$ cat src/rtl/id_pkg.sv
// Shared definitions for the decode stage: index/counter width helpers,
// default architectural constants and the ID/EX entry layout as seen by
// neighbouring stages in the default 16-bit, 16-register configuration.
package id_pkg;

  // Register-address width for a power-of-two register count.
  function automatic int id_ra_w(input int nregs);
    return (nregs > 1) ? $clog2(nregs) : 1;
  endfunction

  // Width needed to hold 0..max_inflight pending writes.
  function automatic int id_cnt_w(input int max_inflight);
    return (max_inflight > 0) ? $clog2(max_inflight + 1) : 1;
  endfunction

  localparam int ID_SP_IDX  = 15;
  localparam int ID_DATA_W  = 16;
  localparam int ID_NREGS   = 16;
  localparam int ID_RA_W    = id_ra_w(ID_NREGS);
  localparam int ID_CTRL_W  = 16;

  // ID/EX entry in the default configuration.
  typedef struct packed {
    logic [ID_DATA_W-1:0] rs_data;
    logic [ID_DATA_W-1:0] rt_data;
    logic [ID_RA_W-1:0]   rd;
    logic                 wr_rd;
    logic [ID_CTRL_W-1:0] ctrl;
    logic [ID_DATA_W-1:0] imm;
    logic [ID_DATA_W-1:0] pc;
  } id_ex_t;

endpackage

$ cat src/rtl/id_scoreboard.sv
// Per-register pending-write scoreboard. Each register carries a small
// saturating count of writers issued but not yet written back; sources
// with a non-zero count stall, and a destination already at the in-flight
// limit stalls. A writeback that retires the last pending write releases
// readers in the same cycle.
module id_scoreboard
  import id_pkg::*;
#(
  parameter  int NREGS        = 16,
  parameter  int MAX_INFLIGHT = 3,
  localparam int RA_W         = id_ra_w(NREGS),
  localparam int CNT_W        = id_cnt_w(MAX_INFLIGHT)
) (
  input  logic            clk,
  input  logic            rst,
  input  logic [RA_W-1:0] rs,
  input  logic [RA_W-1:0] rt,
  input  logic [RA_W-1:0] rd,
  input  logic            use_rs,
  input  logic            use_rt,
  input  logic            wr_rd,
  input  logic            issue,
  input  logic            wb_en,
  input  logic [RA_W-1:0] wb_rd,
  input  logic            flush_en,
  input  logic [RA_W-1:0] flush_rd,
  output logic            hazard
);

  localparam int CW1 = CNT_W + 1;

  logic [CNT_W-1:0] cnt     [NREGS];
  logic [CNT_W-1:0] cnt_nxt [NREGS];
  logic [NREGS-1:0] pend_vec;
  logic [NREGS-1:0] full_vec;

  // Increment for an issued writer, decrement for writeback and for a
  // flushed writer; decrements stack, the result floors at 0 and caps at
  // the in-flight limit.
  function automatic logic [CNT_W-1:0] next_cnt(
    input logic [CNT_W-1:0] cur,
    input logic             inc,
    input logic             dec_a,
    input logic             dec_b
  );
    logic [CW1-1:0] up;
    logic [CW1-1:0] dn;
    up = {1'b0, cur} + CW1'(inc);
    dn = CW1'(dec_a) + CW1'(dec_b);
    if (up <= dn) return '0;
    up = up - dn;
    if (up > CW1'(MAX_INFLIGHT)) return CNT_W'(MAX_INFLIGHT);
    return up[CNT_W-1:0];
  endfunction

  // Per-register pending / full flags, taking a same-cycle writeback into account.
  always_comb begin
    pend_vec = '0;
    full_vec = '0;
    for (int r = 0; r < NREGS; r++) begin
      pend_vec[r] = (cnt[r] != '0) &&
                    !((cnt[r] == CNT_W'(1)) && wb_en && (wb_rd == RA_W'(r)));
      full_vec[r] = (cnt[r] == CNT_W'(MAX_INFLIGHT)) &&
                    !(wb_en && (wb_rd == RA_W'(r)));
    end
  end

  // Stall when a used source is pending or the destination has no free slot.
  always_comb begin
    hazard = (use_rs && pend_vec[rs]) ||
             (use_rt && pend_vec[rt]) ||
             (wr_rd  && full_vec[rd]);
  end

  // Next-count computation for every register.
  always_comb begin
    for (int r = 0; r < NREGS; r++) begin
      cnt_nxt[r] = next_cnt(cnt[r],
                            issue && wr_rd && (rd == RA_W'(r)),
                            wb_en && (wb_rd == RA_W'(r)),
                            flush_en && (flush_rd == RA_W'(r)));
    end
  end

  // Counter state; async reset clears every pending count.
  always_ff @(posedge clk or negedge rst) begin
    if (!rst) begin
      for (int r = 0; r < NREGS; r++) cnt[r] <= '0;
    end else begin
      for (int r = 0; r < NREGS; r++) cnt[r] <= cnt_nxt[r];
    end
  end

endmodule

$ cat src/rtl/id_stage_sb.sv
// Decode stage: architectural register file with write-first bypass,
// pending-write scoreboard for hazard detection, and an ID/EX output
// register driven by valid/ready handshakes with flush.
module id_stage_sb
  import id_pkg::*;
#(
  parameter  int                DATA_W       = 16,
  parameter  int                NREGS        = 16,
  parameter  int                SP_IDX       = ID_SP_IDX,
  parameter  logic [DATA_W-1:0] SP_RESET     = 16'hFFFF,
  parameter  int                CTRL_W       = 16,
  parameter  int                MAX_INFLIGHT = 3,
  localparam int                RA_W         = id_ra_w(NREGS)
) (
  input  logic              clk,
  input  logic              rst,
  input  logic              in_valid,
  output logic              in_ready,
  input  logic [RA_W-1:0]   rs,
  input  logic [RA_W-1:0]   rt,
  input  logic [RA_W-1:0]   rd,
  input  logic              use_rs,
  input  logic              use_rt,
  input  logic              wr_rd,
  input  logic [CTRL_W-1:0] ctrl_in,
  input  logic [DATA_W-1:0] imm_in,
  input  logic [DATA_W-1:0] pc_in,
  input  logic              wb_en,
  input  logic [RA_W-1:0]   wb_rd,
  input  logic [DATA_W-1:0] wb_data,
  input  logic              flush,
  output logic              out_valid,
  input  logic              out_ready,
  output logic [DATA_W-1:0] out_rs_data,
  output logic [DATA_W-1:0] out_rt_data,
  output logic [RA_W-1:0]   out_rd,
  output logic              out_wr_rd,
  output logic [CTRL_W-1:0] out_ctrl,
  output logic [DATA_W-1:0] out_imm,
  output logic [DATA_W-1:0] out_pc
);

  // ID/EX entry at this instance's widths.
  typedef struct packed {
    logic [DATA_W-1:0] rs_data;
    logic [DATA_W-1:0] rt_data;
    logic [RA_W-1:0]   rd;
    logic              wr_rd;
    logic [CTRL_W-1:0] ctrl;
    logic [DATA_W-1:0] imm;
    logic [DATA_W-1:0] pc;
  } ex_entry_t;

  logic [DATA_W-1:0] regs [NREGS];
  logic [DATA_W-1:0] rs_val;
  logic [DATA_W-1:0] rt_val;
  logic              hazard;
  logic              slot_free;
  logic              issue;
  logic              flush_en;
  ex_entry_t         ex_d;
  ex_entry_t         ex_q;

  // Register file write port; the stack pointer comes out of reset at SP_RESET.
  always_ff @(posedge clk or negedge rst) begin
    if (!rst) begin
      for (int r = 0; r < NREGS; r++) begin
        regs[r] <= (r == SP_IDX) ? SP_RESET : '0;
      end
    end else if (wb_en) begin
      regs[wb_rd] <= wb_data;
    end
  end

  // Read ports with write-first bypass from the writeback bus.
  always_comb begin
    rs_val = (wb_en && (wb_rd == rs)) ? wb_data : regs[rs];
    rt_val = (wb_en && (wb_rd == rt)) ? wb_data : regs[rt];
  end

  // Only a valid held writer returns its pending count when flushed.
  assign flush_en = flush && out_valid && ex_q.wr_rd;

  id_scoreboard #(
    .NREGS        (NREGS),
    .MAX_INFLIGHT (MAX_INFLIGHT)
  ) u_scoreboard (
    .clk      (clk),
    .rst      (rst),
    .rs       (rs),
    .rt       (rt),
    .rd       (rd),
    .use_rs   (use_rs),
    .use_rt   (use_rt),
    .wr_rd    (wr_rd),
    .issue    (issue),
    .wb_en    (wb_en),
    .wb_rd    (wb_rd),
    .flush_en (flush_en),
    .flush_rd (ex_q.rd),
    .hazard   (hazard)
  );

  // Handshake: accept only into a free slot, with no hazard and no flush.
  always_comb begin
    slot_free = !out_valid || out_ready;
    in_ready  = slot_free && !hazard && !flush;
    issue     = in_valid && in_ready;
  end

  // Assemble the entry loaded on issue.
  always_comb begin
    ex_d         = '0;
    ex_d.rs_data = rs_val;
    ex_d.rt_data = rt_val;
    ex_d.rd      = rd;
    ex_d.wr_rd   = wr_rd;
    ex_d.ctrl    = ctrl_in;
    ex_d.imm     = imm_in;
    ex_d.pc      = pc_in;
  end

  // ID/EX register: flush kills, issue loads, consumption empties, else hold.
  always_ff @(posedge clk or negedge rst) begin
    if (!rst) begin
      out_valid <= 1'b0;
      ex_q      <= '0;
    end else if (flush) begin
      out_valid <= 1'b0;
    end else if (issue) begin
      out_valid <= 1'b1;
      ex_q      <= ex_d;
    end else if (out_ready) begin
      out_valid <= 1'b0;
    end
  end

  assign out_rs_data = ex_q.rs_data;
  assign out_rt_data = ex_q.rt_data;
  assign out_rd      = ex_q.rd;
  assign out_wr_rd   = ex_q.wr_rd;
  assign out_ctrl    = ex_q.ctrl;
  assign out_imm     = ex_q.imm;
  assign out_pc      = ex_q.pc;

endmodule

$ cat config.mk
export PLATFORM = sky130hd
export DESIGN_NAME = id_stage_sb
export DESIGN_NICKNAME = d
export VERILOG_FILES = /design/src/rtl/id_pkg.sv /design/src/rtl/id_scoreboard.sv /design/src/rtl/id_stage_sb.sv
export SDC_FILE = /design/constraint.sdc
export NUM_CORES = 1
export LEC_CHECK = 0
export BUFFER_PORTS_ARGS = -buffer_cell sky130_fd_sc_hd__buf_2
export CAP_MARGIN = 20
export CORE_AREA = 10 10 255 159
export DETAILED_ROUTE_END_ITERATION = 6
export DIE_AREA = 0 0 265 169
export PLACE_DENSITY_LB_ADDON = 0.15
export SLEW_MARGIN = 25
export SYNTH_ARGS = -nofsm -noshare
export SYNTH_HDL_FRONTEND = slang
export SYNTH_SLANG_ARGS = --single-unit
export TNS_END_PERCENT = 1
$ cat constraint.sdc
create_clock -name clk -period 5.9 [get_ports clk]
set_input_delay 0.295 -clock clk [delete_from_list [all_inputs] [get_ports clk]]
set_output_delay 0.295 -clock clk [all_outputs]
set_load 0.05 [all_outputs]
# --- Word level (Yosys, flattened, before mapping) ---
# Cells that the tools add are included.
totals:
  in_bits: 89
  wordCells: 525
  latch_bits: 0
  register_bits: 374
  n_memories: 0
  output_inout_bits: 87
  ram_bits: 0
  rom_bits: 0
classes:
  n_bitwise: 4
  n_shift: 0
  order_cmp: 39
  addsub: 48
  n_eq_ne: 79
  n_div: 0
  n_mux: 132
  reduce_logical: 183
  mul: 0
op_table:
  columns: ["cell", "count"]
  rows:
  - ["bitwise mux 256 bit", 1]
  - ["binary-select mux 16 bit (select 4 bit)", 2]
  - ["2-to-1 mux 2 bit", 64]
  - ["logical AND 1 bit", 124]
  - ["2-to-1 mux 16 bit", 7]
  - ["equality test 4 bit, second input constant", 24]
  - ["demux 16 bit (select 4 bit)", 1]
  - ["2-to-1 mux 1 bit", 54]
  - ["adder 2 x 1 -> 3 bit", 16]
  - ["equality test 4 x 3 -> 1 bit, second input constant", 12]
  - ["> comparator 3 x 2 -> 1 bit, second input constant", 16]
  - ["<= comparator 3 bit", 16]
  - ["subtractor 3 bit", 16]
  - ["zero test 1 bit", 35]
  - ["adder 1 x 1 -> 2 bit", 16]
  - ["equality test 2 x 1 -> 1 bit, second input constant", 16]
  - ["equality test 2 bit, second input constant", 16]
  - ["nonzero test 2 bit", 16]
  - ["equality test 4 x 2 -> 1 bit, second input constant", 6]
  - ["greater-or-equal comparator 5 bit, second input constant", 3]
  - ["< comparator 4 x 5 -> 1 bit, second input constant", 3]
  - ["NOT 4 -> 5 bit", 3]
  - ["binary-select mux 1 bit (select 4 bit)", 3]
  - ["equality test 4 x 1 -> 1 bit, second input constant", 3]
  - ["other kinds (7)", 12]

# --- Depth between registers and ports, before layout ---
# Gate-level depths: netlist of run 1.
logic_depth:
  depth_word: 23
  depth_mapped: 19
  ltp_nobuf: 15

# --- Hierarchy ---
# Synthesis of run 1 repeated with hierarchy kept, for this count alone.
hier_totals:
  cells_unflattened: 1736
  area_unflattened_um2: 21743.4
by_module_without_submodules:
  columns: ["mod", "seq_area_each_um2", "cells_per_inst", "area_per_inst_um2", "n_inst"]
  rows:
  - ["id_stage_sb", 8578.2, 1250, 17533.1, 1]
  - ["id_scoreboard", 800.8, 486, 4210.3, 1]

# --- Worst setup path after synthesis of run 1 ---
# No wires, ideal clock.
synth_timing:
  path_kind: "input port to flip-flop"
  startpoint: "input wb_rd[3]"
  endpoint: "register u_scoreboard.cnt[14] (netlist name)"
  n_path_buf: 5
  arrival_ns: 3.723
  setup_time_ns: 0.077
  required_ns: 5.823
  slack_ns: 2.099
  cell_stages: 18
  cell_sequence: "buf_2 > or3b_1 > buf_2 > or2_1 > buf_2 > o311ai_2 > nand2_1 > nor4_2 > nand4_1 > buf_4 > buf_6 > nor4_1 > ha_1 > inv_1 > fa_1 > o31ai_1 > nand2_1 > a21oi_1"
synth_lines:
  columns: ["element", "line_no", "rtl"]
  rows:
  - ["from (decl)", "id_stage_sb.sv:29", "input logic [RA_W-1:0] wb_rd,"]
  - ["to (decl)", "id_scoreboard.sv:32", "logic [CNT_W-1:0] cnt [NREGS];"]

==> results of run 1 <==
## per-stage QoR
stage	hold slack, ns	total power, mW
2_1_floorplan	-0.000591	5.62
3_3_place_gp	0.360	6.24
3_5_place_dp	0.362	6.32
4_1_cts	0.0495	8.81
5_1_grt	0.0639	9.16
6_report	0.0582	8.78
## critical path, stage by stage, from the launching register on
cell and delay (ns):
dfrtp_1 0.53, or3b_2 0.50, nand4_1 0.11, a211o_1 0.10, nand4_1 0.09, nor4_2 0.42
nand4_1 0.17, buf_4 0.30, nor4_1 0.46, ha_1 0.28, inv_1 0.07, fa_1 0.49
o31ai_1 0.22, nand2_1 0.09, a21oi_1 0.12
## final timing paths
path,depth (start not counted),startpoint,end
setup / recovery,14,u_scoreboard.cnt[29],u_scoreboard.cnt[30]
hold / removal,3,out_ready,out_valid
setup reg to reg,14,u_scoreboard.cnt[29],u_scoreboard.cnt[30]
hold reg to reg,1,out_pc[4],out_pc[4]
max in group asynchronous,4,rst,regs[0]
min in group asynchronous,2,rst,u_scoreboard.cnt[23]
## layer usage
layer | global-route usage | vias up | part of all wire
li1 | - | 6425 | -
met4 | 0.0645 | 0 | 0.023
met5 | 0 | - | 0
met3 | 0.0818 | 97 | 0.10
met1 | 0.376 | 7794 | 0.42
met2 | 0.411 | 685 | 0.45
## layout make-up
class / count / share of cell area
timing repair buffer: 254 / 0.0666
tap: 476 / 0.0241
clock inverter: 14 / 0.00578
clock buffer: 56 / 0.0449
multi-input combinational: 1104 / 0.467
antenna: 2 / 0.000203
inverter: 76 / 0.0116
sequential: 374 / 0.380
## cells by family (layout without fill, tap and decap cells)
logic type,count (synthesis),count (layout),synth area share
flip-flops,374,374,0.434
other,0,2,0
AO/OA/AOI/OAI,106,106,0.0325
XOR/XNOR,26,26,0.0105
buffers and inverters,183,400,0.0349
adder cells (fa/ha/maj),96,96,0.0667
multiplexers,469,469,0.339
AND/OR/NAND/NOR,407,407,0.0828
## cell usage after synthesis (all sizes together) (2+ instances only)
master,n
a2111oi,2
a211o,5
a211oi,2
a21oi,39
a31oi,6
a41oi,2
and3,4
and3b,2
buf,43
clkbuf,64
clkinv,4
dfrtp,358
dfstp,16
fa,32
ha,64
inv,72
mux2,309
mux4,160
nand2,245
nand2b,13
nand3,14
nand3b,6
nand4,7
nand4b,3
nor2,54
nor2b,2
nor3,28
nor3b,2
nor4,11
o2111ai,3
o211ai,3
o21ai,13
o311ai,2
o31a,2
o31ai,16
or2,6
or3,5
or3b,2
xnor2,18
xor2,8
## power by group through the flow
| stage | logic, mW | registers, mW | clock network, mW |
|---|---|---|---|
| floorplan | 1.36 | 4.26 | 0 |
| global placement | 2.65 | 3.59 | 0 |
| detailed placement | 2.69 | 3.63 | 0 |
| CTS | 2.73 | 3.60 | 2.49 |
| global route | 2.87 | 3.69 | 2.60 |
| finish | 2.71 | 3.62 | 2.45 |
## flip-flops by register name (all words and copies together) (netlist names)
name	cells
regs	256
u_scoreboard.cnt	32
out_ctrl	16
out_imm	16
out_pc	16
out_rs_data	16
out_rt_data	16
out_rd	4
out_valid	1
out_wr_rd	1
## timing repair
| item | 4_1_cts | 5_1_grt |
|---|---|---|
| hold buffers | 50 | 0 |
| buffers inserted | 0 | 0 |
| endpoints found under the hold margin | 129 | 0 |
==> run summary, run 1 <==
Status -> complete, but fails checks
Failing checks -> DRC
Core area -> 35900 um2
Post-route setup TNS -> 0 ns
Clk root buf -> clkbuf_16
Comb power frac -> 0.309
Pre-CTS WS -> 1.43 ns
Period utilization -> 0.688
WP data required -> 6.36 ns
Register area share after synthesis -> 0.434
RSZ-0062 raised after global routing -> false
Pwr per Cell Area -> 355 nW/um2
Port bufs -> 175
Synth Area per Inst -> 13.0 um2
Max clock buf depth -> 3
Row count -> 54
Slew HR -> 0.290
Cell internal pwr -> 5.84 mW
Post-Route WL -> 59.9 mm
CP Max Fanout -> 28
Die area -> 44800 um2
DRC viols -> 1
P_leak -> 11.1 nW
Arr. time, crit path -> 4.52 ns
Non-filler cells, final -> 2356
Mapped Nets -> 1846
Yosys top cell by area -> dfrtp_1
Hold Vio Cnt, Final -> 0
Final #Nets -> 2033
Number of buffers created by CTS -> 38
Gpl congestion -> 0.986
Starting density of the core -> 0.601
DRC violation total after the first TritonRoute iteration -> 1373
Grt total ovfl -> 0
Post-route ant nets -> 0
CTS tree -> built
Vias in the first global route -> 15500
Worst-Margin Slew -> 1.06 ns
Vias/cell -> 6.37
All-Layer GR Usage -> 0.270
Max Clock Skew -> 0.0211 ns
P&R area growth vs syn -> 14.3%
Die Y -> 169 um
Die X-Extent -> 265 um
Flops & latches, synth -> 374
I/O pin total -> 176
Layout cells sized above 1 -> 0.411
Clock Pin Slew Worst Setup and Hold Paths -> 0.07 ns
EDFF count, synth -> 0
Crit path capture type -> flop
Final min period -> 4.06 ns
Final setup fails -> 0
CP Class -> flop to flop
FF/Latch Area -> 9380 um2
Sw Share -> 0.335
Hold WC Path Type -> primary input to flop
First-pass GRT wire length -> 93.5 mm
Clk_lat worst skew -> 0.56 ns
Dpl cells -> 2233
NetSw -> 2.94 mW
Largest net degree at the start of global routing -> 184
Achievable Freq -> 0.246 GHz
Main synth FF type -> dfrtp_1
Yosys top cell area share -> 0.414
Wire per inst -> 25.4 um
VDD IR max -> 0.377 mV
Initial antenna violation count -> 2
Post-DP Area -> 22900 um2
Leading post-synthesis cells by cell area -> dfrtp_1 41%, mux4_2 17%, mux2_2 13%
Commonest non-fill, non-tap cells in the layout -> 358 x dfrtp_1, 246 x mux2_2, 245 x nand2_1
Crit start category -> flop
Final Cell Area -> 24700 um2
First drt pass iteration count -> 7
Synth warn -> 0
Cells after Synth -> 1661
Hpwl dp -> 38.1 mm
Multi-input logic area -> 11500 um2
Max-Cap Viols -> 0
Htree depth -> 2
Setup WS post-layout -> 1.84 ns
CTS sink count -> 374
Via count -> 15000
Commonest non-fill, non-tap cell in the layout -> dfrtp_1
Seq pwr share -> 0.412
Async S/R FF share, synth -> 1.00
R2R Setup Slk -> 1.84 ns
Max-slew violation count -> 0
Netlist Area Pre-Place -> 21600 um2
Netlist cell types -> 64
FILL cells -> 2504
Fin util -> 0.687
CTS-repair resized insts -> 0
Clock Power Share -> 0.279
Note: power is estimated with default switching activity, not from simulation.
==> inputs of run 2 (changes only) <==
Settings changed: CORE_AREA 10 10 255 159 to 10 10 267 167, DIE_AREA 0 0 265 169 to 0 0 277 177.
Clock period 5.9 ns to 3.43 ns, I/O delays scaled along.
==> run 2 against run 1 <==
The run ends with setup timing left. Design area is 5.8% higher. Fmax is 13% higher. Hold slack worse by 0.031 ns. Global-route usage is 1.2 points lower. Die area is 9.5% higher. Critical path depth stayed put. Wire length is 5.8% higher. Combinational power is 77% higher. Critical endpoint is now u_scoreboard.cnt[11].
==> run summary, run 2 (same netlist as run 1, synthesis figures left out) <==
Arr. time, crit path -> 4.02 ns
DRC viols -> 0
Max clock buf depth -> 3
M1 GR Usage -> 0.370
Gpl congestion -> 1.06
Setup WS post-layout -> -0.158 ns
Commonest non-fill, non-tap cell in the layout -> dfrtp_1
Grt met2 use -> 0.388
Layout cells sized above 1 -> 0.470
Vias in the first global route -> 15900
Final Cell Area -> 26100 um2
DRC violation total after the first TritonRoute iteration -> 1503
Via count -> 15400
First-pass GRT wire length -> 97.7 mm
P_leak -> 11.7 nW
Wire per inst -> 25.0 um
Largest net degree at the start of global routing -> 104
Largest regs -> regs x256, u_scoreboard.cnt x32
Starting density of the core -> 0.543
Post-DP Area -> 23900 um2
CP Max Fanout -> 8
Period utilization -> 1.05
Final #Nets -> 2157
RSZ-0062 raised after global routing -> true
Busiest grt layer -> met2
Max-Cap Viols -> 0
Initial antenna violation count -> 0
Commonest non-fill, non-tap cells in the layout -> 358 x dfrtp_1, 246 x mux2_2, 245 x nand2_1
Failing checks -> setup timing
CTS tree -> built
Hold WC Path Type -> primary input to flop
Final setup fails -> 30
Status -> complete, but fails checks
Htree depth -> 2
Worst-Margin Slew -> 1.08 ns
Hold Vio Cnt, Final -> 0
Multi-input logic area -> 11800 um2
VDD IR max -> 0.469 mV
FILL cells -> 2938
Die Y -> 177 um
Core area -> 39800 um2
GRT met3 Usage -> 0.0663
Post-Route WL -> 63.4 mm
WP data required -> 3.86 ns
Post-route setup TNS -> -1.54 ns
Crit start category -> flop
Max Clock Skew -> 0.00956 ns
Pre-CTS WS -> -0.426 ns
All-Layer GR Usage -> 0.258
Clock Pin Slew Worst Setup and Hold Paths -> 0.07 ns
FF/Latch Area -> 9380 um2
Number of buffers created by CTS -> 38
Die X-Extent -> 277 um
CP Class -> flop to flop
Crit path capture type -> flop
CP max stage cell -> a2111oi_0
Max-slew violation count -> 0
Achievable Freq -> 0.279 GHz
Clk_lat worst skew -> 0.55 ns
Non-filler cells, final -> 2534
Grt total ovfl -> 0
Vias/cell -> 6.07
Clk root buf -> clkbuf_16
Dpl cells -> 2392
Row count -> 57
Slew HR -> 0.277
Final min period -> 3.59 ns
Max reg flops -> 256
Slowest stage delay, CP -> 0.56 ns
Die area -> 49000 um2
Port bufs -> 175
Cell Chain, Critical Path -> buf_4 > a311oi_2 > a2111oi_0 > a311o_1 > a41oi_1 > nand4_1 > buf_6 > nor3_2 > ha_2 > inv_1 > ha_1 > fa_1 > xnor2_1 > a21oi_2
I/O pin total -> 176
Post-route ant nets -> 0
Hpwl dp -> 41.9 mm
P&R area growth vs syn -> 20.9%
CTS sink count -> 374
Largest Register -> regs
Pwr per Cell Area -> 588 nW/um2
First drt pass iteration count -> 6
[run 2: changes by cell type in the layout (fill, tap and decap cells not counted), moves of 7 or more]
| cell | before | now |
|---|---|---|
| dlygate4sd3_1 | 50 | 69 |
| ha_1 | 64 | 50 |
| xnor2_2 | 0 | 7 |
| a21oi_1 | 39 | 32 |
| ha_2 | 0 | 14 |
| fa_2 | 0 | 7 |
| fa_1 | 32 | 25 |
| nor3_1 | 28 | 16 |
| nor3_2 | 0 | 8 |
| xnor2_1 | 18 | 11 |
| a21oi_2 | 0 | 7 |
| buf_4 | 28 | 126 |
[run 2: worst max-delay path: cells and delay by family, from the launching register on]
| family | cells | cell delay [ns] |
|---|---|---|
| compound gates | 5 | 1.09 |
| buf+inv | 3 | 0.43 |
| flops | 1 | 0.44 |
| xor+xnor | 1 | 0.29 |
| fa+ha+maj | 3 | 0.94 |
| simple gates | 2 | 0.29 |
[run 2: what timing repair did]
action                                 CTS  global route
setup endpoints to repair               32            32
hold buffers                            69             0
endpoints found under the hold margin  196             0
pin swaps                               32             4
resized for setup                       29            12
setup buffers                            2             0
[run 2: path summary, 6_finish.rpt]
| kind | cells after the start | end | from | slack, ns |
|---|---|---|---|---|
| worst max-delay path | 14 | u_scoreboard.cnt[11] | u_scoreboard.cnt[31] | -0.16 |
| worst min-delay path | 3 | regs[65] | wb_data[1] | 0.03 |
| worst max register to register | 14 | u_scoreboard.cnt[11] | u_scoreboard.cnt[31] | -0.16 |
| worst min register to register | 2 | regs[77] | regs[77] | 0.50 |
| max in group asynchronous | 3 | regs[6] | rst | 2.15 |
| min in group asynchronous | 2 | out_ctrl[15] | rst | 0.26 |
[run 2: per-stage QoR]
| stage | hold slack [ns] | total power, mW | util |
|---|---|---|---|
| 6_report | 0.0277 | 15.4 | 0.657 |
| 5_1_grt | 0.0497 | 16.0 | 0.657 |
| 4_1_cts | 0.00122 | 15.4 | 0.655 |
| 3_5_place_dp | 0.314 | 11.0 | 0.601 |
| 3_3_place_gp | 0.307 | 10.8 | 0.601 |
| 2_1_floorplan | -0.124 | 9.68 | - |
[run 2: area by class of cell]
class / instances / share of cell area
inverters: 76 / 0.0109
clock inverters: 17 / 0.00761
repair buffers: 378 / 0.103
multi-input cells: 1104 / 0.452
well taps: 531 / 0.0254
clock buffers: 53 / 0.0420
diodes: 1 / 0.0000958
flip-flops and latches: 374 / 0.359
[run 2: where the power goes]
group / internal (mW) / switching [mW] / total (mW)
logic: 2.22 / 2.58 / 4.80
clock network: 2.50 / 1.84 / 4.34
registers: 5.49 / 0.731 / 6.22
[run 2: layer usage]
layer,up-vias,routed length (um)
li1,6692,-
met1,7932,27900
met2,665,28600
met3,86,5780
met4,0,1170
met5,-,0
==> inputs of run 3 (changes only) <==
Settings changed: CORE_AREA 10 10 267 167 to 10 10 192 231, DIE_AREA 0 0 277 177 to 0 0 202 241.
==> run 3 against run 2 <==
Power increased by 2.2%. The flow still finishes with violations (setup timing). Register-to-register slack got worse by 0.02 ns. Design area increased by 0.83%. Critical endpoint is now u_scoreboard.cnt[20]. Via count decreased by 0.76%. Combinational power about the same.
==> run summary, run 3 (same netlist as run 1, synthesis figures left out) <==
R2R Setup Slk -> -0.17 ns
Commonest non-fill, non-tap cells in the layout -> 356 x dfrtp_1, 246 x mux2_2, 245 x nand2_1
Grt met2 use -> 0.451
Max-slew violation count -> 0
Starting density of the core -> 0.547
Largest net degree at the start of global routing -> 104
P_leak -> 11.8 nW
Port bufs -> 175
Largest Register -> regs
Slew HR -> 0.272
Busiest grt layer -> met2
DRC viols -> 0
Gpl congestion -> 0.947
All-Layer GR Usage -> 0.255
Hold Vio Cnt, Final -> 0
Clk root buf -> clkbuf_16
Die area -> 48700 um2
Cell Chain, Critical Path -> or3_1 > a211o_1 > a32oi_2 > nand3_1 > nor4_2 > nand4_1 > buf_6 > bufbuf_16 > nor3_4 > ha_2 > inv_1 > fa_1 > o31ai_2 > nand2_1 > a21oi_1
FILL cells -> 2897
First-pass GRT wire length -> 96.5 mm
Achievable Freq -> 0.277 GHz
Slowest stage delay, CP -> 0.48 ns
CP Class -> flop to flop
Number of buffers created by CTS -> 42
Final Cell Area -> 26300 um2
Period utilization -> 1.05
Final #Nets -> 2159
GRT met3 Usage -> 0.0354
WP buf/inv -> 3
Commonest non-fill, non-tap cell in the layout -> dfrtp_1
Final setup fails -> 25
Hold WC Path Type -> primary input to flop
M1 GR Usage -> 0.316
Crit path capture type -> flop
Worst-Margin Slew -> 1.09 ns
Vias in the first global route -> 16300
CP delay by family, top -> simple AND/OR/NAND/NOR gates
Hpwl dp -> 40.4 mm
Die Y -> 241 um
Via count -> 15300
WHS Endpoint -> regs[233]
CTS tree -> built
WP data required -> 3.91 ns
Layout cells sized above 1 -> 0.472
Post-Route WL -> 62.3 mm
Die X-Extent -> 202 um
Hold path depth -> 3
Hold Path Origin -> wb_data[9]
I/O pin total -> 176
P&R area growth vs syn -> 21.9%
Max-Cap Viols -> 0
Dpl cells -> 2390
Grt total ovfl -> 0
Setup WS post-layout -> -0.174 ns
Initial antenna violation count -> 0
Post-route ant nets -> 0
First drt pass iteration count -> 5
Max clock buf depth -> 3
Worst Reg2Reg Path Length in Cells -> 15
Wire per inst -> 24.5 um
Post-DP Area -> 23900 um2
Max reg flops -> 256
Final min period -> 3.60 ns
Reg-to-Reg End -> u_scoreboard.cnt[20]
RSZ-0062 raised after global routing -> true
Total power -> 15.7 mW
# diodes -> 0
VDD IR max -> 0.457 mV
Post-route setup TNS -> -2.01 ns
Crit start category -> flop
Clock Pin Slew Worst Setup and Hold Paths -> 0.06 ns
Pre-CTS WS -> -0.421 ns
Vias/cell -> 6.00
Largest regs -> regs x256, u_scoreboard.cnt x32
Non-filler cells, final -> 2541
Core area -> 39500 um2
Arr. time, crit path -> 4.08 ns
Clk_lat worst skew -> 0.56 ns
CP max stage cell -> fa_1
Pwr per Cell Area -> 596 nW/um2
Max Clock Skew -> 0.0142 ns
Worst R2R Start -> u_scoreboard.cnt[7]
Failing checks -> setup timing
Htree depth -> 2
DRC violation total after the first TritonRoute iteration -> 1031
CP Max Fanout -> 6
CTS sink count -> 374
Row count -> 80
Status -> complete, but fails checks
==> run 3: cell count changes in the layout (fill, tap and decap cells not counted), moves of 3 or more <==
cell | previous run | this run
a21oi_1 | 32 | 35
a21oi_2 | 7 | 4
clkbuf_1 | 7 | 12
clkbuf_16 | 39 | 44
clkinvlp_4 | 5 | 1
nor3_2 | 8 | 5
o31ai_1 | 10 | 5
o31ai_2 | 6 | 11
==> run 3: cell type report <==
class	count	area (um2)	share of cell area
Multi-Input combinational cell	1104	11900	0.451
Sequential cell	374	9380	0.356
Timing Repair Buffer	376	2680	0.102
Clock buffer	64	1260	0.0477
Tap cell	533	667	0.0253
Inverter	76	285	0.0108
Clock inverter	14	201	0.00765
==> run 3: per-layer routing <==
metal	up-vias	wire [um]
li1	6680	-
met1	7956	24600
met2	498	32100
met3	124	3510
met4	0	2060
met5	-	0
==> run 3: worst min-delay path: stages <==
cell,delay (ns)
buf_2,0.22
nand2_1,0.10
nand2_1,0.04
==> run 3: worst max path at each step <==
| stage | startpoint | to | slack (ns) | cells after the start |
|---|---|---|---|---|
| finish | u_scoreboard.cnt[7] | u_scoreboard.cnt[20] | -0.17 | 15 |
| global route | u_scoreboard.cnt[7] | u_scoreboard.cnt[20] | -0.33 | 15 |
| CTS | u_scoreboard.cnt[7] | u_scoreboard.cnt[18] | -0.07 | 15 |
| detailed placement | wb_rd[3] | u_scoreboard.cnt[10] | -0.42 | 17 |
| global placement | wb_rd[3] | u_scoreboard.cnt[7] | -0.36 | 16 |
| floorplan | wb_rd[2] | u_scoreboard.cnt[6] | -0.04 | 17 |
==> run 3: metrics by stage <==
step                 util  hold slack (ns)
finish              0.666           0.0294
global route        0.666           0.0389
CTS                 0.663          0.00516
detailed placement  0.604            0.302
global placement    0.604            0.290
floorplan               -           -0.124
==> run 3: timing repair <==
| item | in CTS | in global routing |
|---|---|---|
| endpoints found under the setup margin | 32 | 49 |
| buffers inserted | 3 | 0 |
| cloned | 1 | 0 |
| pin swaps | 37 | 10 |
| hold buffers | 69 | 0 |
| resized for setup | 25 | 25 |
| endpoints found under the hold margin | 199 | 0 |
==> run 3: where the power goes <==
group / internal (mW) / switching, mW / total (mW)
sequential: 5.49 / 0.693 / 6.18
combinational: 2.23 / 2.57 / 4.80
clock: 2.84 / 1.87 / 4.71
total: 10.6 / 5.13 / 15.7
